`config.mk`:
```
export PLATFORM = sky130hd
export DESIGN_NAME = alu_seq_p
export DESIGN_NICKNAME = d
export VERILOG_FILES = /design/src/rtl/alu_seq_p.sv
export SDC_FILE = /design/constraint.sdc
export NUM_CORES = 1
export LEC_CHECK = 0
export CORE_ASPECT_RATIO = 1.75
export CORE_MARGIN = 8
export CORE_UTILIZATION = 35
export DETAILED_ROUTE_END_ITERATION = 6
export PLACE_DENSITY = 0.64
export SLEW_MARGIN = 25
export SYNTH_ARGS = -nofsm -noshare
export SYNTH_HDL_FRONTEND = slang
export SYNTH_SLANG_ARGS = --single-unit
export TNS_END_PERCENT = 100
```
`constraint.sdc`:
```
create_clock -name clk -period 6.7 [get_ports clk]
set_input_delay 1.005 -clock clk [delete_from_list [all_inputs] [get_ports clk]]
set_output_delay 1.005 -clock clk [all_outputs]
set_load 0.005 [all_outputs]
```
`src/rtl/alu_seq_p.sv`:
```
// alu_seq_p: sequential ALU with single-cycle add/sub/logic ops and an iterative shift-add multiplier.
// Operands are captured on acceptance; results and flags are registered on the edge entering DONE.
module alu_seq_p #(
  parameter int WIDTH = 16
) (
  input  logic               clk,
  input  logic               rst_n,
  input  logic               start,
  input  logic [2:0]         op,
  input  logic [WIDTH-1:0]   a,
  input  logic [WIDTH-1:0]   b,
  output logic               ready,
  output logic               done,
  output logic [2*WIDTH-1:0] result,
  output logic               cout,
  output logic               ovf,
  output logic               zero,
  output logic               err
);
  localparam int CW = $clog2(WIDTH);
  typedef enum logic [1:0] {IDLE, EXEC, DONE} state_t;
  state_t state, state_next;
  logic [2:0] op_q;
  logic [WIDTH-1:0] a_q, b_q, mp;
  logic [2*WIDTH-1:0] mc, prod, prod_next, res_n;
  logic [CW-1:0] cnt;
  logic [WIDTH:0] sum, diff;
  logic is_mul, last, complete, cout_n, ovf_n;
  assign is_mul = op_q == 3'b010;
  assign last = cnt == CW'(WIDTH - 1);
  assign complete = state == EXEC && (!is_mul || last);
  assign sum = {1'b0, a_q} + {1'b0, b_q};
  // Subtraction as a + ~b + 1, so the carry out is the unsigned "no borrow" flag.
  assign diff = {1'b0, a_q} + {1'b0, ~b_q} + (WIDTH + 1)'(1);
  assign prod_next = prod + (mp[0] ? mc : '0);
  always_ff @(posedge clk)
    if (!rst_n)
      state <= IDLE;
    else
      state <= state_next;
  always_comb
    state_next = state == IDLE ? (start ? EXEC : IDLE) :
                 state == EXEC ? (complete ? DONE : EXEC) : IDLE;
  always_comb begin
    ready = state == IDLE;
    done = state == DONE;
  end
  always_comb begin
    res_n = '0;
    cout_n = 1'b0;
    ovf_n = 1'b0;
    case (op_q)
      3'b000: begin
        res_n[WIDTH-1:0] = sum[WIDTH-1:0];
        cout_n = sum[WIDTH];
        ovf_n = a_q[WIDTH-1] == b_q[WIDTH-1] && sum[WIDTH-1] != a_q[WIDTH-1];
      end
      3'b001: begin
        res_n[WIDTH-1:0] = diff[WIDTH-1:0];
        cout_n = diff[WIDTH];
        ovf_n = a_q[WIDTH-1] != b_q[WIDTH-1] && diff[WIDTH-1] != a_q[WIDTH-1];
      end
      3'b010: begin
        res_n = prod_next;
        ovf_n = |prod_next[2*WIDTH-1:WIDTH];
      end
      3'b100: res_n[WIDTH-1:0] = a_q & b_q;
      3'b101: res_n[WIDTH-1:0] = a_q | b_q;
      3'b110: res_n[WIDTH-1:0] = a_q ^ b_q;
      3'b111: res_n[WIDTH-1:0] = ~a_q;
      default: ;
    endcase
  end
  always_ff @(posedge clk)
    if (!rst_n) begin
      op_q <= '0;
      a_q <= '0;
      b_q <= '0;
      mc <= '0;
      mp <= '0;
      prod <= '0;
      cnt <= '0;
      result <= '0;
      cout <= 1'b0;
      ovf <= 1'b0;
      zero <= 1'b0;
      err <= 1'b0;
    end else begin
      if (state == IDLE && start) begin
        op_q <= op;
        a_q <= a;
        b_q <= b;
        mc <= {{WIDTH{1'b0}}, a};
        mp <= b;
        prod <= '0;
        cnt <= '0;
      end
      if (state == EXEC && is_mul) begin
        prod <= prod_next;
        mc <= mc << 1;
        mp <= mp >> 1;
        cnt <= cnt + CW'(1);
      end
      if (complete) begin
        result <= res_n;
        cout <= cout_n;
        ovf <= ovf_n;
        zero <= res_n == '0;
        err <= op_q == 3'b011;
      end
    end
endmodule

```
==> flow_summary.toml <==
[outcome]
status = "completed"

[clocking]
clock_latency_ps = 460
postCtsSetupBuffers = 0
cts_tree = "done"
cts_max_level = 4
cts_made_buffers = 17
path_clk_slew_ps = 70
cts_resized = 0
cts_buffer_depth = 2
cts_sinks = 157
cts_hold_buf = 0
cts_root_buf = "clkbuf_16"

[pwr]
pwr-share-comb_pct = 17.9
swShare_pct = 31.3
seqPwrFrac_pct = 40.8
switching_power_mw = 0.782
max-vdd-ir-drop_mv = 0.175
total_power_mw = 2.49
p_per_area_nw_per_um2 = 202
intPower_mw = 1.71
p_clk_share_pct = 41.3
p_leak_nw = 4.72

[synthesis]
synth_cell_types = 75
synth_top_area_share_pct = 29.3
ys_seq_elements = 157
synth_ff_type = "dfxtp_1"
netlist_area_um2 = 10700
yosysMostFrequentCell = "nand2_1"
ys_seq_area_share_pct = 29.3
synth-async-reset-ratio_pct = 0
yosysWarnings = 0
synth_nets = 1554
synth_edf_count = 0
synthCells = 1425
synth_largest_area_cell = "dfxtp_1"
synthTopCellsByArea = "dfxtp_1 (29%), ha_1 (10%), nand2_1 (7.1%), a21oi_1 (7.0%), nor2_1 (4.2%)"
avgSynthCellArea_um2 = 7.53
synthTopCellsByCount = "nand2_1 (204), dfxtp_1 (157), a21oi_1 (150), nor2_1 (119), ha_1 (88)"

[sta]
rsz0062_at_grt = "false"
drv_slew = 0
fmax_mhz = 240
worst_pin_slew_ps = 1030
fin_ws_ps = 2530
tns_ps = 0
setup_viol = 0
hold_violations = 0
final.setup_skew_ps = 9.59
period_minus_slack_ps = 4170
relSlewSlack_pct = 29.5
min_period_over_period_pct = 62.2

[grt]
antenna_found_initial = 0
grt_usage_pct = 20.3
grt_pass1_wl_mm = 57.1
grt_pass1_vias = 10187
grt.overflow.total = 0
grt_max_degree = 110

[placed_design]
io_buffers = 75
place_ws_ps = 2610
globalplace.congestion = 0.968
dp_hpwl_mm = 28.3
placedCellCount = 1802

[routing]
drcViolationCount = 0
highest_layer = "met4"
wl_met1_mm = 13.3
drtIter0Drc = 826
routed_wl_mm = 37.2
wl_met3_mm = 1.62
avgRoutedWirePerCell_um = 20.3
dr_total_vias = 10455
ant_nets = 0
first_pass_iters = 7
vias_per_cell = 5.70
met2_wirelength_mm = 18.6

[run]
cap_viol_max_count = 0

[final_layout]
diodes = 0
final_cells = 1834
drive_gt1_share_pct = 5.47
num-nets-final = 1559
areaGrowthSynthToFinish_pct = 14.9

[floorplanning]
die-area_um2 = 36700
core_um2 = 30500
ios = 76
row_count = 85
die_h_um = 248
start_util_pct = 35.2
fp.dieW_um = 148

[worst_setup_path]
max_stage_delay_ps = 590
cp_top_family = "simple AND/OR/NAND/NOR gates"
crit_slowest_cell = "dfxtp_1"
crit_type = "register to register"
path_buf_inv = 0
path_cells = "and2_1 > ha_1 > fa_1 > a21o_1 > a221oi_4 > or4_4 > a31oi_4 > or4_1 > and3_4 > nor4_2 > nand4_1 > o31a_1 > o31ai_2"
cp.required_ps = 7080
worstPathMaxFanout = 33
cp-start-kind = "register"
end_kind = "register"
cp_data_arrival_time_ps = 4540

[worst_hold_path]
hp-class = "register to register"
==> through the flow <==
stage	hold WS (ps)	instance area (µm²)	utilization (%)
after floorplan	422	10700	-
after global placement	440	11700	38.3
after detailed placement	449	11700	38.3
after CTS	458	12300	40.4
after global routing	485	12300	40.4
final	453	12300	40.4
==> cell families after synthesis <==
| group | Yosys count | synth area share [%] |
|---|---|---|
| xor gates and xnor gates | 38 | 3.10 |
| muxes | 29 | 3.68 |
| AOI/OAI and AO/OA | 418 | 24.6 |
| and+or+nand+nor | 530 | 22.8 |
| buffers and inverters | 162 | 5.74 |
| adders and majority gates | 91 | 10.8 |
| DFF | 157 | 29.3 |
==> path summary, 6_finish.rpt <==
path                     startpoint  depth (start not counted)                      to  slack, ps
max              mp[0]$_SDFFE_PN0P_                         13       zero$_SDFFE_PN0P_       2530
min          result[0]$_SDFFE_PN0P_                          2  result[0]$_SDFFE_PN0P_        450
max reg2reg      mp[0]$_SDFFE_PN0P_                         13       zero$_SDFFE_PN0P_       2530
min reg2reg  result[0]$_SDFFE_PN0P_                          2  result[0]$_SDFFE_PN0P_        450
==> worst reg2reg max path: stages, from the launching register on <==
cell and delay, ps:
dfxtp_1 590, and2_1 290, ha_1 200, fa_1 410, a21o_1 220, a221oi_4 480, or4_4 240, a31oi_4 110
or4_1 470, and3_4 180, nor4_2 240, nand4_1 160, o31a_1 330, o31ai_2 160
==> sequential cells by signal (all words and copies together), names as in the netlist, 2 cells and up <==
signal	flops
a_q	16
prod	32
mp	16
mc	32
cnt	4
state	2
b_q	16
result	32
op_q	3
==> layout by cell type, fill, tap and decap left out, drive strengths merged, types with 11 or more instances in the layout <==
cell           netlist  routed
nand4               11      11
xnor2               24      24
dfxtp              157     157
inv                 61      64
xor2                14      14
nand3               63      63
mux2i               17      17
a31oi               48      48
nand2              204     204
o211ai              22      22
nor2               119     119
o21bai              11      11
clkdlybuf4s50        0      75
a211oi              29      29
o21ai               71      71
a21oi              150     150
and2                36      36
nor3                27      27
ha                  88      88
nor2b               13      13
buf                 15      11
a22oi               16      16
clkbuf              85      18
and3                12      12
==> power by group through the flow <==
stage               Clock [mW]  Sequential [mW]  Combinational (mW)
global route              1.09             1.02               0.489
floorplan                    0             1.01               0.306
detailed placement           0             1.04               0.442
finish                    1.03             1.02               0.446
global placement             0             1.04               0.437
CTS                       1.04             1.02               0.444
==> area by class of cell <==
cell class	instances	area, µm²
Fill cell	3186	18200
Multi-Input combinational cell	1106	7010
Inverter	62	234
Tap cell	391	489
Clock inverter	14	183
Clock buffer	18	439
Sequential cell	157	3140
Timing Repair Buffer	86	837
==> metal layers <==
layer / GRT usage [%] / vias up
met4: 20.1 / 0
met5: 0 / -
met2: 35.7 / 351
met3: 2.92 / 134
li1: - / 5078
met1: 19.7 / 4892
No activity file was read; power rests on OpenSTA's default activity.
